==> src/rtl/doppler_fifo_pkg.sv <==
// Shared constants and helpers for the Doppler sample FIFO.
//   MODE_STREAM / MODE_REPLAY : values of the mode input
//   clog2                     : ceiling log2, used to check the FIFO parameters
package doppler_fifo_pkg;

  localparam logic MODE_STREAM = 1'b0;
  localparam logic MODE_REPLAY = 1'b1;

  // Ceiling log2. Returns 0 for inputs 0 and 1.
  function automatic int unsigned clog2(input int unsigned value);
    int unsigned r;
    int unsigned v;
    r = 0;
    v = (value > 0) ? value - 1 : 0;
    while (v != 0) begin
      r = r + 1;
      v = v >> 1;
    end
    return r;
  endfunction

endpackage

==> src/rtl/fifo_sdp_ram.sv <==
// Simple dual-port sample memory: synchronous write, registered synchronous read.
//   clk, reset        : clock, async active-high reset (read register only)
//   wr_en/addr/data   : write port
//   rd_en/addr        : read request; rd_data updates on the following edge
//   rd_data           : registered read data, holds when rd_en is low
module fifo_sdp_ram #(
  parameter int unsigned WIDTH  = 32,
  parameter int unsigned ADDR_W = 4
) (
  input  logic              clk,
  input  logic              reset,
  input  logic              wr_en,
  input  logic [ADDR_W-1:0] wr_addr,
  input  logic [WIDTH-1:0]  wr_data,
  input  logic              rd_en,
  input  logic [ADDR_W-1:0] rd_addr,
  output logic [WIDTH-1:0]  rd_data
);

  localparam int unsigned DEPTH = 1 << ADDR_W;

  logic [WIDTH-1:0] mem [DEPTH];

  // Storage array; intentionally not reset.
  always_ff @(posedge clk) begin
    if (wr_en) mem[wr_addr] <= wr_data;
  end

  // Output register.
  always_ff @(posedge clk or posedge reset) begin
    if (reset)      rd_data <= '0;
    else if (rd_en) rd_data <= mem[rd_addr];
  end

endmodule

==> src/rtl/doppler_sample_fifo.sv <==
// Single-clock sample buffer with stream (consuming) and replay (retaining) modes.
//   clk, reset   : clock, async active-high reset
//   clear        : synchronous flush of pointers, count and sticky flags
//   mode         : 0 stream, 1 replay
//   rewind       : replay only, restart reading at the retained frame start
//   wr_en/data   : write port
//   rd_en        : read request; rd_data/rd_valid follow one cycle later
//   full, empty, almost_full, count : status derived from registered pointers
//   overrun, underrun               : sticky error flags
module doppler_sample_fifo
  import doppler_fifo_pkg::*;
#(
  parameter int unsigned WIDTH      = 32,
  parameter int unsigned DEPTH_LOG2 = 4,
  parameter int unsigned AF_THRESH  = (1 << DEPTH_LOG2) - 2
) (
  input  logic                  clk,
  input  logic                  reset,
  input  logic                  clear,
  input  logic                  mode,
  input  logic                  rewind,
  input  logic                  wr_en,
  input  logic [WIDTH-1:0]      wr_data,
  input  logic                  rd_en,
  output logic [WIDTH-1:0]      rd_data,
  output logic                  rd_valid,
  output logic                  full,
  output logic                  empty,
  output logic                  almost_full,
  output logic [DEPTH_LOG2:0]   count,
  output logic                  overrun,
  output logic                  underrun
);

  localparam int unsigned DEPTH = 1 << DEPTH_LOG2;
  localparam int unsigned AW    = DEPTH_LOG2;
  localparam int unsigned PW    = DEPTH_LOG2 + 1;

  if (DEPTH_LOG2 < 1 || clog2(DEPTH) != DEPTH_LOG2 || AF_THRESH > DEPTH) begin : g_param_check
    $error("doppler_sample_fifo: illegal DEPTH_LOG2/AF_THRESH");
  end

  logic [PW-1:0] wr_ptr;
  logic [PW-1:0] rd_ptr;
  logic [PW-1:0] base_ptr;
  logic [PW-1:0] rd_ptr_next;
  logic          rewind_ok;
  logic          rd_ok;
  logic          wr_ok;

  // Status from registered pointers; wrap bit disambiguates full from empty.
  assign count       = wr_ptr - base_ptr;
  assign full        = (count == PW'(DEPTH));
  assign empty       = (rd_ptr == wr_ptr);
  assign almost_full = (count >= PW'(AF_THRESH));

  // Accept logic: clear beats rewind beats read; write only blocked by clear/full.
  assign rewind_ok = rewind && (mode == MODE_REPLAY) && !clear;
  assign rd_ok     = rd_en && !empty && !rewind_ok && !clear;
  assign wr_ok     = wr_en && !full && !clear;

  // Next read pointer, also what base tracks while streaming.
  always_comb begin
    rd_ptr_next = rd_ptr;
    if (rewind_ok)  rd_ptr_next = base_ptr;
    else if (rd_ok) rd_ptr_next = rd_ptr + PW'(1);
  end

  // Pointer, valid and sticky flag registers. Tracking base in every stream
  // cycle also covers the replay->stream transition (already-read words freed).
  always_ff @(posedge clk or posedge reset) begin
    if (reset) begin
      wr_ptr   <= '0;
      rd_ptr   <= '0;
      base_ptr <= '0;
      rd_valid <= 1'b0;
      overrun  <= 1'b0;
      underrun <= 1'b0;
    end else if (clear) begin
      wr_ptr   <= '0;
      rd_ptr   <= '0;
      base_ptr <= '0;
      rd_valid <= 1'b0;
      overrun  <= 1'b0;
      underrun <= 1'b0;
    end else begin
      if (wr_ok) wr_ptr <= wr_ptr + PW'(1);
      rd_ptr   <= rd_ptr_next;
      if (mode == MODE_STREAM) base_ptr <= rd_ptr_next;
      rd_valid <= rd_ok;
      if (wr_en && full) overrun <= 1'b1;
      if (rd_en && empty && !rewind_ok) underrun <= 1'b1;
    end
  end

  fifo_sdp_ram #(
    .WIDTH  (WIDTH),
    .ADDR_W (AW)
  ) u_ram (
    .clk     (clk),
    .reset   (reset),
    .wr_en   (wr_ok),
    .wr_addr (wr_ptr[AW-1:0]),
    .wr_data (wr_data),
    .rd_en   (rd_ok),
    .rd_addr (rd_ptr[AW-1:0]),
    .rd_data (rd_data)
  );

endmodule
==> config.mk <==
export PLATFORM = sky130hd
export DESIGN_NAME = doppler_sample_fifo
export DESIGN_NICKNAME = d
export VERILOG_FILES = /design/src/rtl/doppler_fifo_pkg.sv /design/src/rtl/fifo_sdp_ram.sv /design/src/rtl/doppler_sample_fifo.sv
export SDC_FILE = /design/constraint.sdc
export NUM_CORES = 1
export LEC_CHECK = 0
export BUFFER_PORTS_ARGS = -buffer_cell sky130_fd_sc_hd__buf_2
export CORE_ASPECT_RATIO = 1.1
export CORE_MARGIN = 2
export CORE_UTILIZATION = 50
export CTS_CLUSTER_DIAMETER = 200
export DETAILED_ROUTE_END_ITERATION = 10
export PLACE_DENSITY = 0.65
export SETUP_SLACK_MARGIN = 0.02
export SKIP_LAST_GASP = 1
export SYNTH_ARGS = -nofsm -noshare
export SYNTH_HDL_FRONTEND = slang
export SYNTH_SLANG_ARGS = --single-unit
==> constraint.sdc <==
create_clock -name clk -period 16.9 [get_ports clk]
set_clock_uncertainty 0.05 [all_clocks]
set_input_delay 1.69 -clock clk [delete_from_list [all_inputs] [get_ports clk]]
set_output_delay 1.69 -clock clk [all_outputs]
set_load 0.01 [all_outputs]
### After elaboration in Yosys (flattened, before gate mapping)

Memory sizes are Yosys's and may differ from the RTL's. A register that Yosys moved wholly into a read port is not among the register bits.
Cells that the tools add are included.

* bits in registers: 18
* memories: 1
* memory bits (writable): 512

Memory list
* u_ram.mem: depth 16, width 32, rd ports 1, clocked after Yosys merged registers in 1, write ports 1, line fifo_sdp_ram.sv:22 `logic [WIDTH-1:0] mem [DEPTH];`

* $lt $le $gt $ge: 1
* reduce and logical (&&, ||, !) cells: 17
* muxes and demuxes: 14
* eq/ne operators: 3
* add/subtract/negate cells: 3

Operator list (count)
* 5-bit two-way mux: 7
* 5-bit by 1-bit adder with 5-bit output, second input constant: 2
* 1-bit logical AND: 10
* 1-bit two-way mux: 7
* 2-bit nonzero test: 3
* 5-bit equality test: 1
* 5-bit equality test, second input constant: 1
* 5-bit by 4-bit greater-or-equal comparator with 1-bit output, second input constant: 1
* 5-bit subtractor: 1
* 1-bit logical NOT: 4
* 2-bit != test, second input constant: 1

### Depth between registers and ports, before layout

Gate-level depths: netlist of run 1.

* depth in word-level cells: 9
* depth in mapped cells: 11
* mapped depth without buffers: 9

### Hierarchy

From an unflattened synthesis of run 1, not the netlist that was laid out.

* cell total of the unflattened synthesis: 1005
* area total of the unflattened synthesis: 21936.0 um^2

By module, submodules not included
* fifo_sdp_ram: instances 1, cells each 877, area each 20724.9 um^2
* doppler_sample_fifo: instances 1, cells each 128, area each 1211.2 um^2

### Least setup slack after synthesis of run 1

No wires, ideal clock.

* path kind: input to register
* start point: in clear
* end point: mem u_ram.mem[0][0] (enable)
* slack: 11.152 ns
* required time: 16.349 ns
* library setup time: 0.501 ns
* arrival: 5.197 ns
* cell stages on the path: 4
* cell sequence: clkbuf_1 -> clkinv_1 -> nand2_1 -> nor4_1

* cells in the longest elaborated chain, start to end: 4

Ends and longest elaborated chain
* start, declared: line doppler_sample_fifo.sv:19 `input logic clear,`
* 1-bit logical NOT: line doppler_sample_fifo.sv:60 `assign wr_ok = wr_en && !full && !clear;`
* 1-bit logical AND: line doppler_sample_fifo.sv:60
* 1-bit two-way mux: line fifo_sdp_ram.sv:26 `if (wr_en) mem[wr_addr] <= wr_data;`
* 1-bit two-way mux (implied by the code): line fifo_sdp_ram.sv:26
* end, declared: line fifo_sdp_ram.sv:22

Every way passes these cells.

### Worst setup path after layout of run 1

* start point: reg wr_ptr[0]
* end point: out full

* cells in the longest elaborated chain, start to end: 2

Ends and longest elaborated chain
* start, declared: line doppler_sample_fifo.sv:43 `logic [PW-1:0] wr_ptr;`
* start signal, assigned: line doppler_sample_fifo.sv:87 `if (wr_ok) wr_ptr <= wr_ptr + PW'(1);`
* 5-bit subtractor: line doppler_sample_fifo.sv:52 `assign count = wr_ptr - base_ptr;`
* 5-bit equality test: line doppler_sample_fifo.sv:53 `assign full = (count == PW'(DEPTH));`
* end, declared: line doppler_sample_fifo.sv:27 `output logic full,`

Every way passes these cells.

==> results of run 1 <==
## per-stage QoR
stage	utilization	hold WS, ns
after global placement	0.533	0.412
final	0.570	0.421
after global routing	0.570	0.460
after floorplan	-	0.465
after detailed placement	0.533	0.419
after CTS	0.570	0.432
## critical path: stages, from the launching register on
cell and delay, ns:
dfrtp_1 0.45, inv_1 0.13, ha_1 0.23, fa_1 0.39
nand2b_1 0.15, a21oi_1 0.15, xnor2_1 0.14, a211oi_4 0.40
buf_2 0.21
## metal layers
layer  global-route usage  vias to the layer above  routed length [um]
met5                    0                        -                  30
met4               0.0499                        4                 918
met3               0.0305                       64                1980
met2                0.315                      250               21200
met1                0.272                     5442               18400
li1                     -                     4532                   -
## power by group through the flow
stage / Sequential [W] / Combinational, W / Clock (W)
final: 0.00161 / 0.000266 / 0.00111
after floorplan: 0.00164 / 0.000155 / 0
after global placement: 0.00163 / 0.000267 / 0
after global routing: 0.00161 / 0.000295 / 0.00118
after CTS: 0.00161 / 0.000273 / 0.00113
after detailed placement: 0.00164 / 0.000272 / 0
## synthesized netlist by cell type (all sizes together) (9+ instances only)
master	count
nor2	19
mux2i	34
mux4	128
xnor2	11
dfrtp	50
edfxtp	512
o21ai	68
buf	30
nand2	74
inv	15
mux2	36
ha	9
nor3	13
clkbuf	27
## final timing paths
kind / startpoint / end / cells past startpoint
setup / recovery: wr_ptr[0]$_DFFE_PP0P_ / full / 8
max in group asynchronous: reset / rd_ptr[2]$_DFF_PP0_ / 3
hold / removal: u_ram.rd_data[2]$_DFFE_PP0P_ / u_ram.rd_data[2]$_DFFE_PP0P_ / 2
min in group asynchronous: reset / u_ram.rd_data[6]$_DFFE_PP0P_ / 3
setup reg to reg: wr_ptr[0]$_DFFE_PP0P_ / u_ram.mem[1][1]$_DFFE_PP_ / 10
hold reg to reg: u_ram.rd_data[2]$_DFFE_PP0P_ / u_ram.rd_data[2]$_DFFE_PP0P_ / 2
## registers in the layout, indices dropped and copies added (netlist names)
signal / count
base_ptr: 5
overrun: 1
rd_ptr: 5
rd_valid: 1
u_ram.mem: 512
u_ram.rd_data: 32
underrun: 1
wr_ptr: 5
## logic make-up after synthesis
family / count (synthesis)
compound gates: 86
xor+xnor: 12
fa+ha+maj: 10
buf+inv: 73
flops: 562
mux: 198
simple gates: 127
## layout make-up
cell class                 count  share of cell area
sequential                   562               0.675
clock buffer                  73              0.0593
inverter                      16             0.00243
clock inverter                28             0.00634
tap                          574              0.0291
timing repair buffer         112              0.0259
multi-input combinational    433               0.202
==> impl_metrics.prom, run 1 <==
# TYPE chip_impl_metric gauge
chip_impl_metric{name="cts_num_sinks",unit=""} 562
chip_impl_metric{name="regArea",unit="um2"} 16600
chip_impl_metric{name="cts_buffers",unit=""} 54
chip_impl_metric{name="synth_sequential_area_ratio",unit=""} 0.761
chip_impl_metric{name="antenna_cells",unit=""} 0
chip_impl_metric{name="clock_path_buffers",unit=""} 3
chip_impl_metric{name="number_of_distinct_library_cell_variants_in_the_gate_level_netlist_after_synthesis",unit=""} 37
chip_impl_metric{name="synth_seq_cells",unit=""} 562
chip_impl_metric{name="pre_cts_slack",unit="ns"} 12.92
chip_impl_metric{name="post_cts_buffers",unit=""} 0
chip_impl_metric{name="first_global_vias",unit=""} 10600
chip_impl_metric{name="detailed_route_drc_error_count",unit=""} 0
chip_impl_metric{name="synth.area.mux_share",unit=""} 0.166
chip_impl_metric{name="drive_gt1_frac",unit=""} 0.305
chip_impl_metric{name="worst-path-max-fanout",unit=""} 8
chip_impl_metric{name="postPlaceCellArea",unit="um2"} 23000
chip_impl_metric{name="die_area",unit="um2"} 45400
chip_impl_metric{name="max_cap_viol_count",unit=""} 0
chip_impl_metric{name="ir_worst_vdd",unit="uV"} 75.5
chip_impl_metric{name="setup_slack",unit="ns"} 12.36
chip_impl_metric{name="drtIter0Drc",unit=""} 773
chip_impl_info{name="yosys_most_used_dff",value="edfxtp_1"} 1
chip_impl_metric{name="fin_tns_setup",unit="ns"} 0
chip_impl_info{name="root_buffer",value="clkbuf_16"} 1
chip_impl_metric{name="postSynth.asyncResetShare",unit=""} 0.0890
chip_impl_metric{name="post_place_cells",unit=""} 1697
chip_impl_metric{name="wl_per_cell",unit="um"} 23.7
chip_impl_metric{name="postSynthAreaPerCell",unit="um2"} 20.5
chip_impl_metric{name="worst_ep_required_time",unit="ns"} 15.16
chip_impl_metric{name="io-pin-count",unit=""} 82
chip_impl_metric{name="maxClockFrequency",unit="GHz"} 0.220
chip_impl_info{name="critical_path.endpoint_type",value="primary output"} 1
chip_impl_metric{name="p_leak",unit="nW"} 7.93
chip_impl_metric{name="sw_frac_of_total",unit=""} 0.225
chip_impl_metric{name="synth_xor_area_frac",unit=""} 0.00481
chip_impl_metric{name="insertion_delay",unit="ns"} 0.57
chip_impl_metric{name="multi_input_comb_area",unit="um2"} 4990
chip_impl_metric{name="post_cts.resized_instances",unit=""} 0
chip_impl_metric{name="drt_pass1_iterations",unit=""} 5
chip_impl_metric{name="postCtsHoldBufs",unit=""} 0
chip_impl_metric{name="cp_data_arrival_time",unit="ns"} 2.80
chip_impl_info{name="synth_top_family_by_area",value="multiplexers"} 1
chip_impl_metric{name="synth_nets",unit=""} 1117
chip_impl_metric{name="dpl.hpwl",unit="um"} 22400
chip_impl_info{name="tritoncts",value="done"} 1
chip_impl_metric{name="power.net_switching",unit="W"} 0.000669
chip_impl_metric{name="part_of_the_total_power_dissipated_in_combinational_logic",unit=""} 0.089
chip_impl_metric{name="globalRoute.totalOverflow",unit=""} 0
chip_impl_metric{name="maximum_number_of_pins_on_one_net_before_global_route_repair",unit=""} 71
chip_impl_metric{name="synth_largest_type_area_fraction",unit=""} 0.704
chip_impl_metric{name="fill_cells",unit=""} 3220
chip_impl_info{name="rsz0062_at_grt",value="false"} 1
chip_impl_metric{name="timing.final.crit_share",unit=""} 0.269
chip_impl_metric{name="layout-area-overhead-vs-synth",unit="%"} 12.9
chip_impl_metric{name="synthesis.yosys.warnings",unit=""} 0
chip_impl_metric{name="p_per_area",unit="nW/um2"} 121
chip_impl_metric{name="grt_antenna_before_repair",unit=""} 2
chip_impl_metric{name="initial_util",unit=""} 0.505
chip_impl_metric{name="final_cell_area_excluding_filler_cells",unit="um2"} 24700
chip_impl_metric{name="die_width",unit="um"} 203
chip_impl_metric{name="post_synth_instance_area",unit="um2"} 21900
chip_impl_metric{name="timing.final.crit_period",unit="ns"} 4.54
chip_impl_info{name="library_cell_with_the_largest_summed_area_after_synthesis",value="edfxtp_1"} 1
chip_impl_metric{name="globalRouteTotalUtil",unit=""} 0.192
chip_impl_info{name="critPathKind",value="reg2out"} 1
chip_impl_metric{name="fin_nets",unit=""} 1228
chip_impl_info{name="leading_cell_type_in_the_layout_fill_and_taps_excluded",value="edfxtp_1"} 1
chip_impl_info{name="min_path_type",value="reg2reg"} 1
chip_impl_metric{name="antenna_violating_nets_post_route",unit=""} 0
chip_impl_info{name="run_status",value="complete, no violations"} 1
chip_impl_metric{name="avgViaCountPerCell",unit=""} 5.72
chip_impl_metric{name="synth-compound-area-share",unit=""} 0.0220
chip_impl_metric{name="global_route_wire_length_before_repair",unit="um"} 64800
chip_impl_metric{name="cts.reportedPaths.clkPinSlew",unit="ns"} 0.06
chip_impl_metric{name="routed-via-count",unit=""} 10300
chip_impl_metric{name="io_buffers",unit=""} 81
chip_impl_metric{name="globalplace.congestion",unit=""} 0.792
chip_impl_metric{name="dieHeight",unit="um"} 223
chip_impl_metric{name="max_slew_margin",unit=""} 0.319
chip_impl_metric{name="final-hold-violation-count",unit=""} 0
chip_impl_metric{name="worst_slew_pin_slew",unit="ns"} 1.02
chip_impl_metric{name="cts-htree-levels",unit=""} 2
chip_impl_metric{name="finalPower",unit="W"} 0.00298
chip_impl_info{name="mostFrequentLayoutCells",value="512 x edfxtp_1, 128 x mux4_2, 81 x buf_2"} 1
chip_impl_metric{name="core_area",unit="um2"} 43200
chip_impl_metric{name="synth-adder-area-share",unit=""} 0.00607
chip_impl_metric{name="power_frac_seq",unit=""} 0.539
chip_impl_metric{name="final-instance-count-excl-fill",unit=""} 1798
chip_impl_metric{name="finalMaxSlewViolations",unit=""} 0
chip_impl_metric{name="finalWirelength",unit="um"} 42500
chip_impl_metric{name="synth_simple_gate_area_share",unit=""} 0.0249
chip_impl_metric{name="number_of_enable_type_register_cells_in_the_synthesized_netlist",unit=""} 512
chip_impl_metric{name="finalSetupViolations",unit=""} 0
chip_impl_metric{name="core.rowCount",unit=""} 80
chip_impl_metric{name="worst-r2r-setup-slack",unit="ns"} 13.04
chip_impl_info{name="synth.top_cells.by_area",value="edfxtp_1 70%, mux4_2 13%, dfrtp_1 5.7%"} 1
chip_impl_metric{name="cell_internal_power_dissipation",unit="W"} 0.00231
chip_impl_metric{name="clkPwrFrac",unit=""} 0.371
chip_impl_metric{name="synthCells",unit=""} 1068
chip_impl_info{name="crit_path_start_kind",value="flop"} 1
Power figures use the tool's default switching activity.
==> run 2, diff against run 1 <==
==> constraint.sdc (replaced) <==
create_clock -name clk -period 4.5 [get_ports clk]
set_clock_uncertainty 0.05 [all_clocks]
set_input_delay 0.45 -clock clk [delete_from_list [all_inputs] [get_ports clk]]
set_output_delay 0.45 -clock clk [all_outputs]
set_load 0.01 [all_outputs]
==> run 2 against run 1 <==
Effect of this change:
- die area unchanged
- via count increased by 0.46%
- register-to-register slack worse by 12 ns
- worst setup slack worse by 12 ns
- utilization grew 0.60 points
- clock power grew to 4.0 times the previous value
- flip-flop and latch count unchanged
- global-route usage rose by 0.53 points
- sequential share of layout area decreased by 0.71 points
- critical path type is now reg2reg
- critical endpoint is now u_ram.mem[5][31]$_DFFE_PP_
- highest routed layer is now met4
==> impl_metrics.prom, run 2 (synthesis gave the netlist of run 1 again) <==
# TYPE chip_impl_metric gauge
chip_impl_info{name="run_status",value="complete, no violations"} 1
chip_impl_metric{name="final-instance-count-excl-fill",unit=""} 1795
chip_impl_metric{name="drt_pass1_iterations",unit=""} 5
chip_impl_metric{name="first_global_vias",unit=""} 10800
chip_impl_metric{name="ir_worst_vdd",unit="uV"} 307
chip_impl_info{name="leading_cell_type_in_the_layout_fill_and_taps_excluded",value="edfxtp_1"} 1
chip_impl_metric{name="clock_path_buffers",unit=""} 3
chip_impl_metric{name="globalplace.congestion",unit=""} 0.779
chip_impl_metric{name="setup_slack",unit="ns"} 0.626
chip_impl_metric{name="post_place_cells",unit=""} 1698
chip_impl_metric{name="core.rowCount",unit=""} 80
chip_impl_metric{name="maxClockFrequency",unit="GHz"} 0.258
chip_impl_metric{name="globalRouteTotalUtil",unit=""} 0.197
chip_impl_metric{name="die_area",unit="um2"} 45400
chip_impl_metric{name="grt_antenna_before_repair",unit=""} 0
chip_impl_metric{name="detailed_route_drc_error_count",unit=""} 0
chip_impl_info{name="max_flop_register",value="u_ram.mem"} 1
chip_impl_metric{name="core_area",unit="um2"} 43200
chip_impl_info{name="min_path_type",value="in2reg"} 1
chip_impl_metric{name="pre_cts_slack",unit="ns"} 0.655
chip_impl_metric{name="fin_nets",unit=""} 1230
chip_impl_info{name="rsz0062_at_grt",value="false"} 1
chip_impl_metric{name="globalRoute.totalOverflow",unit=""} 0
chip_impl_metric{name="drive_gt1_frac",unit=""} 0.310
chip_impl_metric{name="worst_ep_required_time",unit="ns"} 4.65
chip_impl_metric{name="largest_reg_flops",unit=""} 512
chip_impl_metric{name="final_cell_area_excluding_filler_cells",unit="um2"} 24900
chip_impl_metric{name="global_route_wire_length_before_repair",unit="um"} 66400
chip_impl_metric{name="dpl.hpwl",unit="um"} 24500
chip_impl_metric{name="grtUsageMet1",unit=""} 0.272
chip_impl_metric{name="p_leak",unit="nW"} 8.06
chip_impl_info{name="critical_path.endpoint_type",value="flop"} 1
chip_impl_metric{name="timing.final.crit_period",unit="ns"} 3.87
chip_impl_metric{name="cts.reportedPaths.clkPinSlew",unit="ns"} 0.06
chip_impl_metric{name="timing.final.crit_share",unit=""} 0.861
chip_impl_metric{name="worstRegToRegCells",unit=""} 11
chip_impl_info{name="grt-busiest-layer",value="met2"} 1
chip_impl_metric{name="cts_buffers",unit=""} 54
chip_impl_info{name="critPathKind",value="reg2reg"} 1
chip_impl_metric{name="antenna_violating_nets_post_route",unit=""} 0
chip_impl_metric{name="finalWirelength",unit="um"} 43300
chip_impl_metric{name="postPlaceCellArea",unit="um2"} 23200
chip_impl_info{name="tritoncts",value="done"} 1
chip_impl_metric{name="cp_data_arrival_time",unit="ns"} 4.03
chip_impl_metric{name="worst_slew_pin_slew",unit="ns"} 0.870
chip_impl_info{name="reg.largest.list",value="u_ram.mem (512), u_ram.rd_data (32)"} 1
chip_impl_metric{name="maximum_number_of_pins_on_one_net_before_global_route_repair",unit=""} 67
chip_impl_metric{name="cts_num_sinks",unit=""} 562
chip_impl_info{name="crit_path_start_kind",value="flop"} 1
chip_impl_metric{name="die_width",unit="um"} 203
chip_impl_metric{name="cts-htree-levels",unit=""} 2
chip_impl_metric{name="drtIter0Drc",unit=""} 750
chip_impl_info{name="root_buffer",value="clkbuf_16"} 1
chip_impl_metric{name="routed-via-count",unit=""} 10300
chip_impl_info{name="mostFrequentLayoutCells",value="512 x edfxtp_1, 128 x mux4_2, 81 x buf_2"} 1
chip_impl_metric{name="p_per_area",unit="nW/um2"} 461
chip_impl_metric{name="layout-area-overhead-vs-synth",unit="%"} 14.1
chip_impl_metric{name="wl_per_cell",unit="um"} 24.1
chip_impl_metric{name="insertion_delay",unit="ns"} 0.57
chip_impl_metric{name="antenna_cells",unit=""} 0
chip_impl_metric{name="hold-path-cell-count",unit=""} 2
chip_impl_metric{name="finalMaxSlewViolations",unit=""} 0
chip_impl_metric{name="io-pin-count",unit=""} 82
chip_impl_metric{name="worst-r2r-setup-slack",unit="ns"} 0.63
chip_impl_metric{name="max_cap_viol_count",unit=""} 0
chip_impl_metric{name="final-hold-violation-count",unit=""} 0
chip_impl_metric{name="io_buffers",unit=""} 81
chip_impl_metric{name="worst-path-max-fanout",unit=""} 32
chip_impl_metric{name="avgViaCountPerCell",unit=""} 5.76
chip_impl_metric{name="fin_util",unit=""} 0.576
chip_impl_metric{name="dieHeight",unit="um"} 223
chip_impl_metric{name="initial_util",unit=""} 0.505
chip_impl_metric{name="global_route.usage.met3",unit=""} 0.0292
chip_impl_metric{name="max_slew_margin",unit=""} 0.420
chip_impl_metric{name="grt.met2_usage",unit=""} 0.335
chip_impl_metric{name="finalSetupViolations",unit=""} 0
==> run 2: cell types whose count changed in the layout (fill, tap and decap cells not counted), sizes merged <==
cell	before	now
dlygate4sd3	0	1
clkbuf	73	60
bufinv	1	6
inv	17	16
buf	112	113
clkinvlp	0	5
clkinv	26	25
==> run 2: report_power, final <==
part / switching [W] / total [W] / internal [W] / leakage [nW]
sequential: 0.000117 / 0.00602 / 0.00590 / 5.25
combinational: 0.000587 / 0.00104 / 0.000455 / 1.99
clock: 0.00186 / 0.00442 / 0.00256 / 0.833
==> run 2: per-layer routing <==
layer | vias up | routed length [um]
met5 | - | 0
met1 | 5488 | 18600
met4 | 0 | 765
li1 | 4538 | -
met2 | 252 | 22000
met3 | 61 | 1960
==> run 2: worst paths after layout <==
check / startpoint / to
worst min-delay path: mode / base_ptr[1]$_DFFE_PP0P_
worst max-delay path: wr_ptr[0]$_DFFE_PP0P_ / u_ram.mem[5][31]$_DFFE_PP_
min in group asynchronous: reset / u_ram.rd_data[1]$_DFFE_PP0P_
max in group asynchronous: reset / rd_ptr[0]$_DFF_PP0_
worst max register to register: wr_ptr[0]$_DFFE_PP0P_ / u_ram.mem[5][31]$_DFFE_PP_
worst min register to register: u_ram.rd_data[29]$_DFFE_PP0P_ / u_ram.rd_data[29]$_DFFE_PP0P_
==> run 2: cell type report <==
class                           count  area [um2]
Inverter                           16        60.1
Timing Repair Buffer              114         731
Multi-Input combinational cell    433        5050
Tap cell                          574         718
Clock inverter                     36         332
Fill cell                        3224       18300
Clock buffer                       60        1400
Sequential cell                   562       16600
==> run 2: stage by stage <==
step                power, W  setup TNS [ns]  hold slack (ns)
global route          0.0119               0            0.102
floorplan            0.00675         -168.28            0.465
global placement     0.00717               0            0.408
CTS                   0.0116               0           0.0875
finish                0.0115               0            0.123
detailed placement   0.00719               0            0.416
==> run 2: timing repair <==
item / 4_1_cts / 5_1_grt
buffers inserted: 0 / 0
gates resized for setup: 0 / 0
hold endpoints to repair: 16 / 0
hold buffers: 1 / 0
==> run 2: critical path, stage by stage (launching register included) <==
cell and delay (ns):
dfrtp_1 0.45, inv_1 0.14, ha_1 0.23, fa_1 0.39
nand2b_1 0.16, a21oi_1 0.15, xnor2_1 0.21, a211oi_4 0.08
nand2b_1 0.55, buf_4 0.38, nor3_4 0.18, buf_4 0.50
==> run 3, diff against run 2 <==
--- a/config.mk
+++ b/config.mk
@@ -5,14 +5,16 @@
 export SDC_FILE = /design/constraint.sdc
 export NUM_CORES = 1
 export LEC_CHECK = 0
+export ABC_AREA = 1
 export BUFFER_PORTS_ARGS = -buffer_cell sky130_fd_sc_hd__buf_2
 export CORE_ASPECT_RATIO = 1.1
-export CORE_MARGIN = 2
+export CORE_MARGIN = 1
 export CORE_UTILIZATION = 50
 export CTS_CLUSTER_DIAMETER = 200
 export DETAILED_ROUTE_END_ITERATION = 10
 export PLACE_DENSITY = 0.65
 export SETUP_SLACK_MARGIN = 0.02
+export SKIP_CTS_REPAIR_TIMING = 1
 export SKIP_LAST_GASP = 1
 export SYNTH_ARGS = -nofsm -noshare
 export SYNTH_HDL_FRONTEND = slang
==> run 3 against run 2 <==
Effect of this change:
- design area rose by 0.80%
- non-clock buffer count shrank 1
- synthesized area up 1.7%
- final cell count is 33% higher
- wire length grew 27%
- critical path type unchanged
- critical endpoint is now u_ram.mem[10][9]$_DFFE_PP_
==> impl_metrics.prom, run 3 <==
# TYPE chip_impl_metric gauge
chip_impl_info{name="run_status",value="complete, no violations"} 1
chip_impl_info{name="yosys_most_used_dff",value="edfxtp_1"} 1
chip_impl_metric{name="dpl.hpwl",unit="um"} 31000
chip_impl_metric{name="dieHeight",unit="um"} 223
chip_impl_metric{name="max_slew_margin",unit=""} 0.261
chip_impl_info{name="synth_common_cells",value="512 x edfxtp_1, 345 x nor2_1, 250 x o21ai_0, 148 x nand2_1"} 1
chip_impl_metric{name="finalWirelength",unit="um"} 54800
chip_impl_metric{name="routed-via-count",unit=""} 14100
chip_impl_metric{name="timing.final.crit_period",unit="ns"} 3.66
chip_impl_metric{name="globalplace.congestion",unit=""} 0.853
chip_impl_metric{name="synthCells",unit=""} 1712
chip_impl_metric{name="detailed_route_drc_error_count",unit=""} 0
chip_impl_info{name="critical_path.endpoint_type",value="flop"} 1
chip_impl_metric{name="synth_sequential_area_ratio",unit=""} 0.748
chip_impl_metric{name="grt_antenna_before_repair",unit=""} 1
chip_impl_metric{name="finalSetupViolations",unit=""} 0
chip_impl_info{name="leading_cell_type_in_the_layout_fill_and_taps_excluded",value="edfxtp_1"} 1
chip_impl_metric{name="first_global_vias",unit=""} 13500
chip_impl_metric{name="worst_hold_slack",unit="ns"} 0.0930
chip_impl_metric{name="insertion_delay",unit="ns"} 0.61
chip_impl_metric{name="fin_nets",unit=""} 1816
chip_impl_info{name="mostFrequentLayoutCells",value="512 x edfxtp_1, 328 x nor2_1, 250 x o21ai_0"} 1
chip_impl_metric{name="layout-area-overhead-vs-synth",unit="%"} 13.1
chip_impl_metric{name="number_of_enable_type_register_cells_in_the_synthesized_netlist",unit=""} 512
chip_impl_metric{name="final-hold-violation-count",unit=""} 0
chip_impl_metric{name="maxClockFrequency",unit="GHz"} 0.273
chip_impl_metric{name="number_of_distinct_library_cell_variants_in_the_gate_level_netlist_after_synthesis",unit=""} 37
chip_impl_metric{name="cts.reportedPaths.clkPinSlew",unit="ns"} 0.06
chip_impl_metric{name="globalRouteTotalUtil",unit=""} 0.246
chip_impl_metric{name="drt_pass1_iterations",unit=""} 5
chip_impl_metric{name="synth_largest_type_area_fraction",unit=""} 0.692
chip_impl_metric{name="postSynthAreaPerCell",unit="um2"} 13.0
chip_impl_metric{name="p_leak",unit="nW"} 8.67
chip_impl_info{name="crit_path_start_kind",value="flop"} 1
chip_impl_metric{name="worst_slew_pin_slew",unit="ns"} 1.11
chip_impl_info{name="rsz0062_at_grt",value="false"} 1
chip_impl_metric{name="die_area",unit="um2"} 45300
chip_impl_metric{name="core.rowCount",unit=""} 80
chip_impl_metric{name="finalMaxSlewViolations",unit=""} 0
chip_impl_metric{name="global_route_wire_length_before_repair",unit="um"} 82700
chip_impl_info{name="reg.largest.list",value="u_ram.mem (512), u_ram.rd_data (32)"} 1
chip_impl_metric{name="post_place_cells",unit=""} 2285
chip_impl_metric{name="worst-path-max-fanout",unit=""} 18
chip_impl_metric{name="globalRoute.totalOverflow",unit=""} 0
chip_impl_metric{name="postSynth.asyncResetShare",unit=""} 0.0890
chip_impl_metric{name="ir_worst_vdd",unit="uV"} 315
chip_impl_metric{name="avgViaCountPerCell",unit=""} 5.92
chip_impl_metric{name="io_buffers",unit=""} 81
chip_impl_metric{name="clock_path_buffers",unit=""} 3
chip_impl_metric{name="final-instance-count-excl-fill",unit=""} 2385
chip_impl_metric{name="synth_nets",unit=""} 1761
chip_impl_metric{name="worst_ep_required_time",unit="ns"} 4.72
chip_impl_info{name="synth.most_common_cell",value="edfxtp_1"} 1
chip_impl_metric{name="timing.final.crit_share",unit=""} 0.814
chip_impl_metric{name="wl_per_cell",unit="um"} 23.0
chip_impl_metric{name="largest_reg_flops",unit=""} 512
chip_impl_metric{name="cts-htree-levels",unit=""} 2
chip_impl_metric{name="post_synth_instance_area",unit="um2"} 22200
chip_impl_metric{name="fin_util",unit=""} 0.576
chip_impl_metric{name="p_per_area",unit="nW/um2"} 484
chip_impl_metric{name="drtIter0Drc",unit=""} 1332
chip_impl_info{name="root_buffer",value="clkbuf_16"} 1
chip_impl_metric{name="io-pin-count",unit=""} 82
chip_impl_metric{name="max_cap_viol_count",unit=""} 0
chip_impl_info{name="critPathKind",value="reg2reg"} 1
chip_impl_info{name="synth.top_cells.by_area",value="edfxtp_1 69%, nor2_1 5.8%, dfrtp_1 5.6%"} 1
chip_impl_info{name="max_flop_register",value="u_ram.mem"} 1
chip_impl_info{name="library_cell_with_the_largest_summed_area_after_synthesis",value="edfxtp_1"} 1
chip_impl_metric{name="synth_seq_cells",unit=""} 562
chip_impl_info{name="tritoncts",value="done"} 1
chip_impl_metric{name="cts_buffers",unit=""} 53
chip_impl_metric{name="drive_gt1_frac",unit=""} 0.128
chip_impl_metric{name="cts_num_sinks",unit=""} 562
chip_impl_metric{name="initial_util",unit=""} 0.509
chip_impl_metric{name="antenna_violating_nets_post_route",unit=""} 0
chip_impl_info{name="min_path_type",value="in2reg"} 1
chip_impl_metric{name="die_width",unit="um"} 203
chip_impl_metric{name="synthesis.yosys.warnings",unit=""} 0
chip_impl_metric{name="core_area",unit="um2"} 43600
chip_impl_metric{name="maximum_number_of_pins_on_one_net_before_global_route_repair",unit=""} 231
chip_impl_metric{name="fin_tns_setup",unit="ns"} 0
chip_impl_metric{name="cp_data_arrival_time",unit="ns"} 3.88
## run 3: cell types whose count changed in the layout (fill, tap and decap cells not counted), sizes merged, moves of 51 or more
| cell | previous run | this run |
|---|---|---|
| o22ai | 0 | 64 |
| mux4 | 128 | 0 |
| o21ai | 68 | 258 |
| nor2 | 19 | 349 |
| nand3 | 6 | 57 |
| nand2 | 74 | 150 |
| o221ai | 0 | 64 |
## run 3: path summary, 6_finish.rpt
path	slack [ns]	end	depth (start not counted)	from
hold reg to reg	0.44	base_ptr[2]$_DFFE_PP0P_	2	base_ptr[2]$_DFFE_PP0P_
setup reg to reg	0.84	u_ram.mem[10][9]$_DFFE_PP_	12	wr_ptr[0]$_DFFE_PP0P_
min in group asynchronous	0.48	rd_valid$_DFF_PP0_	3	reset
hold / removal	0.09	overrun$_DFFE_PP0P_	3	wr_en
max in group asynchronous	2.97	rd_ptr[0]$_DFF_PP0_	4	reset
setup / recovery	0.84	u_ram.mem[10][9]$_DFFE_PP_	12	wr_ptr[0]$_DFFE_PP0P_
## run 3: cell families after synthesis
logic type | Yosys count | share of synthesized area
flops | 562 | 0.748
simple gates | 561 | 0.101
compound gates | 427 | 0.112
buf+inv | 141 | 0.0291
xor+xnor | 11 | 0.00434
fa+ha+maj | 10 | 0.00597
## run 3: power by group
part | switching [W] | leakage, nW | internal (W)
logic | 0.000998 | 2.60 | 0.000461
registers | 0.000128 | 5.20 | 0.00591
clock network | 0.00195 | 0.881 | 0.00271
## run 3: layer usage
layer  vias up  part of all wire  global-route usage
met2       587              0.47               0.385
met3        90             0.081              0.0427
met4         0             0.024              0.0803
met1      7040              0.43               0.352
li1       6398                 -                   -
met5         -                 0                   0
## run 3: stage by stage
stage | worst slack, ns | power, W | area (um2)
after CTS | 0.850 | 0.0122 | 25100
after floorplan | 0.670 | 0.00701 | 22200
after global routing | 0.593 | 0.0126 | 25100
after detailed placement | 0.860 | 0.00762 | 23300
final | 0.837 | 0.0122 | 25100
after global placement | 0.961 | 0.00759 | 23300
## run 3: cell type report
| class | count | area (um2) |
|---|---|---|
| Tap cell | 574 | 718 |
| Antenna cell | 1 | 2.50 |
| Timing Repair Buffer | 113 | 773 |
| Clock buffer | 59 | 1360 |
| Sequential cell | 562 | 16600 |
| Multi-Input combinational cell | 1009 | 5070 |
| Inverter | 28 | 111 |
| Fill cell | 3527 | 18500 |
| Clock inverter | 39 | 459 |
## run 3: worst max-delay path, cell delays in order, from the launching register on
cell,delay [ns]
dfrtp_1,0.46
inv_1,0.14
ha_1,0.23
fa_1,0.41
nand3b_1,0.18
nand2_1,0.09
xor2_1,0.09
nand3_1,0.12
nand2_2,0.13
nor2_2,0.23
nand2_1,0.30
nor2_4,0.51
buf_4,0.38
